--- src/rtl/decode_execute_buffer_pkg.sv ---
// Shared constants for the decode/execute pipeline buffer: ALU opcodes,
// control-bundle width, and the multi-cycle phase encodings used by
// the CALL/RET/INT sequencing in the control unit.
package decode_execute_buffer_pkg;

  localparam int CTRL_W = 10;
  localparam int ALU_W  = 5;
  localparam int FT_W   = 2;

  // Phase encoding of the firstTime* sequencing fields
  localparam logic [FT_W-1:0] FT_IDLE   = 2'b00;
  localparam logic [FT_W-1:0] FT_SECOND = 2'b01;
  localparam logic [FT_W-1:0] FT_FIRST  = 2'b11;

  // ALU operation codes; NOP is non-zero so a bubble is distinguishable
  // from an all-zero bundle
  localparam logic [ALU_W-1:0] ALU_ADD = 5'h01;
  localparam logic [ALU_W-1:0] ALU_SUB = 5'h02;
  localparam logic [ALU_W-1:0] ALU_AND = 5'h03;
  localparam logic [ALU_W-1:0] ALU_OR  = 5'h04;
  localparam logic [ALU_W-1:0] ALU_NOT = 5'h05;
  localparam logic [ALU_W-1:0] ALU_INC = 5'h06;
  localparam logic [ALU_W-1:0] ALU_DEC = 5'h07;
  localparam logic [ALU_W-1:0] ALU_SHL = 5'h08;
  localparam logic [ALU_W-1:0] ALU_SHR = 5'h09;
  localparam logic [ALU_W-1:0] ALU_MOV = 5'h0A;
  localparam logic [ALU_W-1:0] ALU_NOP = 5'h1F;

  // Control bundle of a register-register ALU instruction:
  // {IR,IW,MR,MW,MTR,ALU_src,RW,Branch,SetC,CLRC} with RW and SetC set
  localparam logic [CTRL_W-1:0] ALU_SIGNALS = 10'b00_0000_1010;

  // True while a CALL/RET/INT sequence sits in its first phase
  function automatic logic ft_in_first(input logic [FT_W-1:0] ft);
    return (ft == FT_FIRST);
  endfunction

endpackage

--- src/rtl/decode_execute_buffer_int_capture.sv ---
// Interrupt capture for the decode/execute buffer. Detects the rising
// edge of the external request, keeps a pending flag until the control
// unit starts the INT sequence, and only presents the interrupt at an
// instruction boundary (no LDM/CALL/RET/INT/flush sequence in flight,
// no stall or flush this cycle).
module decode_execute_buffer_int_capture
  import decode_execute_buffer_pkg::*;
(
  input  logic            clk,
  input  logic            rst,
  input  logic            i_int_req,
  input  logic            i_load,
  input  logic [FT_W-1:0] i_ftint_in,
  input  logic            i_stall,
  input  logic            i_flush,
  input  logic            i_st,
  input  logic            i_sst,
  input  logic [FT_W-1:0] i_ftcall,
  input  logic [FT_W-1:0] i_ftret,
  input  logic [FT_W-1:0] i_ftint,
  input  logic [1:0]      i_flush_num,
  output logic            o_int_signal
);

  logic r_int_req_q;
  logic r_int_pending;
  logic w_set;
  logic w_clear;
  logic w_busy;

  // A new request is its rising edge; the INT sequence being loaded
  // consumes it. A set on the same edge wins so a back-to-back request
  // is not lost.
  assign w_set   = i_int_req & ~r_int_req_q;
  assign w_clear = i_load & (i_ftint_in == FT_FIRST);

  // Edge-detect register and pending flag
  always_ff @(posedge clk) begin
    if (rst) begin
      r_int_req_q   <= 1'b0;
      r_int_pending <= 1'b0;
    end else begin
      r_int_req_q <= i_int_req;
      if (w_set) begin
        r_int_pending <= 1'b1;
      end else if (w_clear) begin
        r_int_pending <= 1'b0;
      end
    end
  end

  // Boundary gating: the INT sequence blocks until its phase returns to
  // idle so a second request is never presented mid-INT
  always_comb begin
    w_busy = 1'b0;
    if (i_st & i_sst)                 w_busy = 1'b1;
    if (ft_in_first(i_ftcall))        w_busy = 1'b1;
    if (ft_in_first(i_ftret))         w_busy = 1'b1;
    if (i_ftint != FT_IDLE)           w_busy = 1'b1;
    if (i_flush_num != 2'b00)         w_busy = 1'b1;
    if (i_stall | i_flush)            w_busy = 1'b1;
  end

  assign o_int_signal = r_int_pending & ~w_busy;

endmodule

--- src/rtl/decode_execute_buffer.sv ---
// Decode -> execute pipeline register. Latches the control bundle,
// operands, PC and the multi-cycle sequencing state each cycle; a flush
// loads a bubble (control and sequencing cleared, data still loaded) and
// a stall holds everything. Interrupt presentation lives in the
// int_capture sub-module.
module decode_execute_buffer
  import decode_execute_buffer_pkg::*;
#(
  parameter int DATA_W = 16,
  parameter int PC_W   = 32,
  parameter int REG_AW = 3
) (
  input  logic              clk,
  input  logic              rst,
  input  logic              stall_i,
  input  logic              flush_i,
  input  logic              int_req_i,
  input  logic [CTRL_W-1:0] ctrl_i,
  input  logic [ALU_W-1:0]  alu_sig_i,
  input  logic              shift_i,
  input  logic              isPush_i,
  input  logic [1:0]        push_pop_i,
  input  logic              st_i,
  input  logic              sst_i,
  input  logic [1:0]        flush_num_i,
  input  logic [FT_W-1:0]   ftcall_i,
  input  logic [FT_W-1:0]   ftret_i,
  input  logic [FT_W-1:0]   ftint_i,
  input  logic [PC_W-1:0]   pc_i,
  input  logic [DATA_W-1:0] rsrc_data_i,
  input  logic [DATA_W-1:0] rdst_data_i,
  input  logic [DATA_W-1:0] imm_i,
  input  logic [REG_AW-1:0] rsrc_addr_i,
  input  logic [REG_AW-1:0] rdst_addr_i,
  output logic [CTRL_W-1:0] ctrl_o,
  output logic [ALU_W-1:0]  alu_sig_o,
  output logic              shift_o,
  output logic              isPush_o,
  output logic [1:0]        push_pop_o,
  output logic              st_o,
  output logic              sst_o,
  output logic [1:0]        flush_num_o,
  output logic [FT_W-1:0]   ftcall_o,
  output logic [FT_W-1:0]   ftret_o,
  output logic [FT_W-1:0]   ftint_o,
  output logic [PC_W-1:0]   pc_o,
  output logic [DATA_W-1:0] rsrc_data_o,
  output logic [DATA_W-1:0] rdst_data_o,
  output logic [DATA_W-1:0] imm_o,
  output logic [REG_AW-1:0] rsrc_addr_o,
  output logic [REG_AW-1:0] rdst_addr_o,
  output logic              interruptSignal_o
);

  logic [CTRL_W-1:0] r_ctrl;
  logic [ALU_W-1:0]  r_alu_sig;
  logic              r_shift;
  logic              r_is_push;
  logic [1:0]        r_push_pop;
  logic              r_st;
  logic              r_sst;
  logic [1:0]        r_flush_num;
  logic [FT_W-1:0]   r_ftcall;
  logic [FT_W-1:0]   r_ftret;
  logic [FT_W-1:0]   r_ftint;
  logic [PC_W-1:0]   r_pc;
  logic [DATA_W-1:0] r_rsrc_data;
  logic [DATA_W-1:0] r_rdst_data;
  logic [DATA_W-1:0] r_imm;
  logic [REG_AW-1:0] r_rsrc_addr;
  logic [REG_AW-1:0] r_rdst_addr;

  logic w_load;
  logic w_take_data;

  // A normal load happens when neither flush nor stall wins this edge;
  // data fields are also taken on a flush since the bubble keeps them
  assign w_load      = ~flush_i & ~stall_i;
  assign w_take_data = flush_i | ~stall_i;

  // Control and sequencing fields: reset > flush (bubble) > stall > load
  always_ff @(posedge clk) begin
    if (rst) begin
      r_ctrl      <= '0;
      r_alu_sig   <= ALU_NOP;
      r_shift     <= 1'b0;
      r_is_push   <= 1'b0;
      r_push_pop  <= '0;
      r_st        <= 1'b0;
      r_sst       <= 1'b0;
      r_flush_num <= '0;
      r_ftcall    <= FT_IDLE;
      r_ftret     <= FT_IDLE;
      r_ftint     <= FT_IDLE;
    end else if (flush_i) begin
      r_ctrl      <= '0;
      r_alu_sig   <= ALU_NOP;
      r_shift     <= 1'b0;
      r_is_push   <= 1'b0;
      r_push_pop  <= '0;
      r_st        <= 1'b0;
      r_sst       <= 1'b0;
      r_flush_num <= '0;
      r_ftcall    <= FT_IDLE;
      r_ftret     <= FT_IDLE;
      r_ftint     <= FT_IDLE;
    end else if (w_load) begin
      r_ctrl      <= ctrl_i;
      r_alu_sig   <= alu_sig_i;
      r_shift     <= shift_i;
      r_is_push   <= isPush_i;
      r_push_pop  <= push_pop_i;
      r_st        <= st_i;
      r_sst       <= sst_i;
      r_flush_num <= flush_num_i;
      r_ftcall    <= ftcall_i;
      r_ftret     <= ftret_i;
      r_ftint     <= ftint_i;
    end
  end

  // PC, operands and register addresses: loaded on both load and flush
  always_ff @(posedge clk) begin
    if (rst) begin
      r_pc        <= '0;
      r_rsrc_data <= '0;
      r_rdst_data <= '0;
      r_imm       <= '0;
      r_rsrc_addr <= '0;
      r_rdst_addr <= '0;
    end else if (w_take_data) begin
      r_pc        <= pc_i;
      r_rsrc_data <= rsrc_data_i;
      r_rdst_data <= rdst_data_i;
      r_imm       <= imm_i;
      r_rsrc_addr <= rsrc_addr_i;
      r_rdst_addr <= rdst_addr_i;
    end
  end

  assign ctrl_o      = r_ctrl;
  assign alu_sig_o   = r_alu_sig;
  assign shift_o     = r_shift;
  assign isPush_o    = r_is_push;
  assign push_pop_o  = r_push_pop;
  assign st_o        = r_st;
  assign sst_o       = r_sst;
  assign flush_num_o = r_flush_num;
  assign ftcall_o    = r_ftcall;
  assign ftret_o     = r_ftret;
  assign ftint_o     = r_ftint;
  assign pc_o        = r_pc;
  assign rsrc_data_o = r_rsrc_data;
  assign rdst_data_o = r_rdst_data;
  assign imm_o       = r_imm;
  assign rsrc_addr_o = r_rsrc_addr;
  assign rdst_addr_o = r_rdst_addr;

  decode_execute_buffer_int_capture u_int_capture (
    .clk          (clk),
    .rst          (rst),
    .i_int_req    (int_req_i),
    .i_load       (w_load),
    .i_ftint_in   (ftint_i),
    .i_stall      (stall_i),
    .i_flush      (flush_i),
    .i_st         (r_st),
    .i_sst        (r_sst),
    .i_ftcall     (r_ftcall),
    .i_ftret      (r_ftret),
    .i_ftint      (r_ftint),
    .i_flush_num  (r_flush_num),
    .o_int_signal (interruptSignal_o)
  );

endmodule

--- config.mk ---
export PLATFORM = sky130hd
export DESIGN_NAME = decode_execute_buffer
export DESIGN_NICKNAME = d
export VERILOG_FILES = /design/src/rtl/decode_execute_buffer_pkg.sv /design/src/rtl/decode_execute_buffer_int_capture.sv /design/src/rtl/decode_execute_buffer.sv
export SDC_FILE = /design/constraint.sdc
export NUM_CORES = 1
export LEC_CHECK = 0
export ABC_AREA = 1
export CAP_MARGIN = 20
export CORE_MARGIN = 1.5
export CORE_UTILIZATION = 41
export DETAILED_ROUTE_END_ITERATION = 8
export PLACE_DENSITY = 0.86
export SLEW_MARGIN = 20
export SYNTH_ARGS = -nofsm -noshare
export SYNTH_HDL_FRONTEND = slang
export SYNTH_SLANG_ARGS = --single-unit
--- constraint.sdc ---
create_clock -name clk -period 1.5 [get_ports clk]
set_clock_uncertainty 0.1 [all_clocks]
set_input_delay 0.15 -clock clk [delete_from_list [all_inputs] [get_ports clk]]
set_output_delay 0.15 -clock clk [all_outputs]
set_load 0.05 [all_outputs]
## Word level (Yosys, flattened, before mapping)

Cells that the tools add are included.

| operators by class | value |
|---|---|
| $add $sub $neg | 0 |
| multiply operators | 0 |
| div/mod/pow operators | 0 |
| order comparisons | 0 |
| equality and inequality tests | 3 |
| shift operators | 0 |
| mux-type cells | 8 |
| bitwise operators | 11 |
| reduce and logical (&&, ||, !) cells | 4 |

Operator list:

| operator | number |
|---|---|
| $mux 1 | 8 |
| $eq 2x2->1 const B | 3 |
| $reduce_bool 2->1 | 3 |
| $and 1x1->1 | 5 |
| $not 1->1 | 4 |
| $or 1x1->1 | 2 |
| $reduce_or 2->1 | 1 |

| word-level totals | value |
|---|---|
| bits in registers | 117 |
| latch bits | 0 |
| bits in writable memories | 0 |
| bits in read-only memories | 0 |
| bits of input ports | 120 |
| output and inout port bits | 116 |
| word-level logic and storage cells | 45 |
| memories | 0 |

## Longest topological paths before layout

| logic depth | value |
|---|---|
| depth in word-level cells | 9 |
| depth in mapped cells | 7 |
| gate-level depth less buffers | 5 |

## By module

A second synthesis with hierarchy kept.

| unflattened totals | value |
|---|---|
| cells, all modules | 709 |
| area total of the unflattened synthesis | 4,800.9 µm² |

By module, submodules not included:

| module | times used | cells an instance | area an instance (µm²) | seq. area each (µm²) |
|---|---|---|---|---|
| decode_execute_buffer | 1 | 684 | 4,665.7 | 2,302.2 |
| decode_execute_buffer_int_capture | 1 | 25 | 135.1 | 40.0 |

## Worst setup path after synthesis

No wires, ideal clock.

| path | value |
|---|---|
| path type | register to output |
| from | register r_flush_num[1] (netlist: flush_num_o[1]) |
| to | output interruptSignal_o |
| arrival time | 1,410 ps |
| data required time | 1,250 ps |
| slack | -160 ps |
| cell stages (with the launch flop) | 6 |
| buffers on the path | 0 |
| cell sequence | dfxtp_1 > inv_1 > nand2_1 > nor2_1 > nand2_1 > nor2_1 |

| between the ends | value |
|---|---|
| cells in the longest elaborated chain, start to end | 5 |

RTL lines:

| what | line | source |
|---|---|---|
| from (decl) | decode_execute_buffer.sv:62 | `logic [1:0] r_flush_num;` |
| from (signal assigned) | decode_execute_buffer.sv:115 | `r_flush_num <= flush_num_i;` |
| $reduce_bool 2->1 | decode_execute_buffer_int_capture.sv:60 | `if (i_flush_num != 2'b00) w_busy = 1'b1;` |
| $mux 1 | decode_execute_buffer_int_capture.sv:60 |  |
| $mux 1 | decode_execute_buffer_int_capture.sv:61 | `if (i_stall \| i_flush) w_busy = 1'b1;` |
| $not 1->1 | decode_execute_buffer_int_capture.sv:64 | `assign o_int_signal = r_int_pending & ~w_busy;` |
| $and 1x1->1 | decode_execute_buffer_int_capture.sv:64 |  |
| to (decl) | decode_execute_buffer.sv:52 | `output logic interruptSignal_o` |

Every way passes these cells.

## Final worst setup path

Ends and elaborated chain as after synthesis.

==> results.txt <==
At the end of routability-driven placement, the weighted congestion stood at 0.816. By startpoint and endpoint, the worst setup path is classified as register to primary output. The initial antenna violation count was 0. For this run, the post-layout net count is 882.

The insertion delay of the later-clocked pin in the worst-skew pair is 0.48 ns. The number of H-tree levels is 4, and the post-synthesis sequential element count is 117. Largest area contributor in the synthesized netlist: dfxtp_1. Sequential cells were found to cover 57.5% of the synthesized design area.

The count of unique library cells instantiated by Yosys is 16, and the all-layer global routing usage is 24.1%. The logs give 4278 for the number of global-route vias before repair and 6510 µm² for the placed cell area. In the final layout, the multi-input gates occupy 1540 µm².

At the pin with the least slew margin, the transition time is 0.268 ns. STA classifies the critical path startpoint as a register. The tools report the footprint of the flip-flops and latches as 2350 µm².

The floorplan has 36 rows. The logs give 0 for the number of max-capacitance violations reported and 1.25 ns for the data required time at the worst endpoint. The final-report setup violation count came out at 1. The library cell used most frequently in the layout, excluding fill and tap cells, is nor2_1.

In this run the register-to-register setup slack is 0.53 ns. During I/O placement, the number of pins put on the boundary was 236. The worst setup path is captured at a primary output.

Along the worst path, the maximum fanout reaches 2. The power per cell area is 1310 nW/µm². In this run, placement finished with an instance count of 874. Relative to the synthesized area, the layout overhead comes to 75.8%.

In this run the remaining antenna-violating nets after routing total 0. For this configuration, the core starts out at a cell density of 42.0%. After clock tree synthesis, the clock-pin slew on the worst setup and hold paths is 0.06 ns. At the worst endpoint, the arrival time is 1.40 ns. The final reports fail on setup timing. The tools report the number of buffers added to fix hold violations after cts as 0. After detailed routing, the average wire length per cell comes to 14.5 µm.

The run gives 687 as the layout filler cell count. Entering global routing, the biggest net connects 58 pins. The number of antenna diodes in the final layout is 0. With fillers left out, the area of the finished cells amounts to 7160 µm².

Traced cell by cell, the critical path runs through inv_2 -> nand2_2 -> nor2_2 -> nand2_2 -> nor2_4 -> buf_12. The routed layout has 4413 vias. For this run, the slowest stage of the critical path takes 0.32 ns. The number of I/O port buffers was 235; the final critical-path setup slack was -0.151 ns. Using the TritonRoute via totals, the vias-per-cell ratio works out to 4.86.

The final non-filler cell total was 908; the share of the cycle needed by the critical path after routing was 110%. The post-DP HPWL was 9.12 mm. In the final layout, the share of cells above drive strength 1 is 23.2%. The flow ran to the end, but the final reports show violations. The first global-routing pass estimated 19.8 mm of wire. The class of the most critical hold timing path was primary input to register. The max-slew violation count was 0; the cell depth of the worst flop-to-flop path was 3. The tree is rooted in a clkbuf_8.

The minimum period implied by the final worst setup slack came out at 1.65 ns. The post-synthesis instance area is 4070 µm², and the sum of buffers and inverters on the critical path is 2. For the worst IR drop on VDD, the log shows 911 µV. For this design, the slowest cell found on the critical path is dfxtp_2. The core region is 9680 µm². The total congestion overflow after global routing came out at 0. The share of synthesized area in the top cell type comes to 57.5%. Sorting the synthesized cells by area gives the leading types as dfxtp_1 58%, nor2_1 20%, o21ai_0 12%.

The routed design has 13.1 mm of wire. Static timing analysis puts the maximum clock frequency at 0.606 GHz. The final-report hold violation count is 0, and the number of detailed-route iterations in the first pass is 4. The average instance in the mapped netlist occupies 7.77 µm². The clock sink count is 117, and the count of cells along the worst hold path is 3. Measured along the y axis, the die boundary spans 103 µm. The static power due to leakage is 3.16 nW. Synthesis handed over a netlist of 524 instances. The area of the die came out at 10500 µm². The worst pin sits at a relative slew slack of 82.2%. The tools report the deepest clock path buffer count as 2. Setup repair after global routing could not meet its margin everywhere. The synthesized net count was 644. The library cells used most frequently in the layout, excluding fill and tap cells, are 220 x nor2_1, 119 x clkdlybuf4s50_1, 115 x buf_4. The critical path runs through a total of 6 cells. TritonCTS built the clock tree. TritonCTS created 17 clock buffers.

Detailed router's first-iteration violation count: 149. The top cell family by delay on the critical path is simple AND/OR/NAND/NOR gates. The floorplan step set the die width to 103 µm.

Among the stages of the critical path, the cell type that occurs most often is nand2_2. The DRC violation count after routing is 0, and the count of warnings emitted by yosys is 0.
[area by class of cell]
class,count,area share (%)
Clock buffer,19,6.17
Timing Repair Buffer,254,34.3
Multi-Input combinational cell,364,21.5
Clock inverter,13,2.38
Sequential cell,117,32.9
Inverter,8,0.420
Tap cell,133,2.33
[metal layers]
metal  share of wire, %  global-route usage (%)
met5                  0                       0
met4                2.8                    11.7
met3                9.2                    7.80
met2                 50                    42.8
met1                 38                    25.8
[worst reg2reg max path: cells and delay by family, from the launching register on]
family	cells	cell delay, ns
buf+inv	1	0.14
simple gates	1	0.06
compound gates	1	0.21
flops	1	0.34
[Yosys cell counts]
cell type,n
o21bai_1,1
buf_6,2
o21ai_1,10
buf_4,3
o21ai_0,99
nor2_1,222
nand2_1,23
a21boi_0,1
clkbuf_1,18
inv_2,1
buf_2,12
nand3_1,6
inv_1,7
a21oi_1,1
dfxtp_1,117
nand2_4,1
[cells by family after synthesis]
group                  after synthesis  synth area share (%)
AO/OA/AOI/OAI                      112                  13.9
buffers and inverters               43                  4.98
flip-flops                         117                  57.5
AND/OR/NAND/NOR                    252                  23.6
[report_power, final]
part	total (mW)	switching, mW	internal [mW]	leakage (nW)
combinational	1.88	1.14	0.740	1.90
sequential	3.43	0.114	3.31	0.973
clock	4.10	1.46	2.64	0.291
[sequential cells by signal, indices dropped and copies added, names as in the netlist, 3 cells and up]
register,flops
imm_o,16
rdst_data_o,16
alu_sig_o,5
rsrc_data_o,16
ctrl_o,10
rdst_addr_o,3
pc_o,32
rsrc_addr_o,3
[worst paths after layout]
| path | to | start |
|---|---|---|
| worst min register to register | alu_sig_o[1] | alu_sig_o[1] |
| worst max register to register | flush_num_o[0] | flush_num_o[0] |
| worst max-delay path | interruptSignal_o | flush_num_o[1] |
| worst min-delay path | u_int_capture.r_int_req_q | int_req_i |
[what timing repair did]
item	CTS	global route
buffers inserted	0	2
gates resized for setup	4	8
setup endpoints to repair	1	1
pin swaps	0	3
[metrics by stage]
stage	util, %	setup TNS (ns)	hold slack (ns)	total power, mW	setup WS (ns)
2_1_floorplan	-	0	0.133	4.52	0.0610
3_3_place_gp	67.2	-0.485	0.337	5.31	-0.0337
3_5_place_dp	67.2	-3.83	0.342	5.35	-0.0918
4_1_cts	73.6	-0.155	0.0982	9.46	-0.155
5_1_grt	73.9	-0.213	0.117	9.75	-0.213
6_report	73.9	-0.151	0.121	9.40	-0.151
No activity file was read; power rests on OpenSTA's default activity.
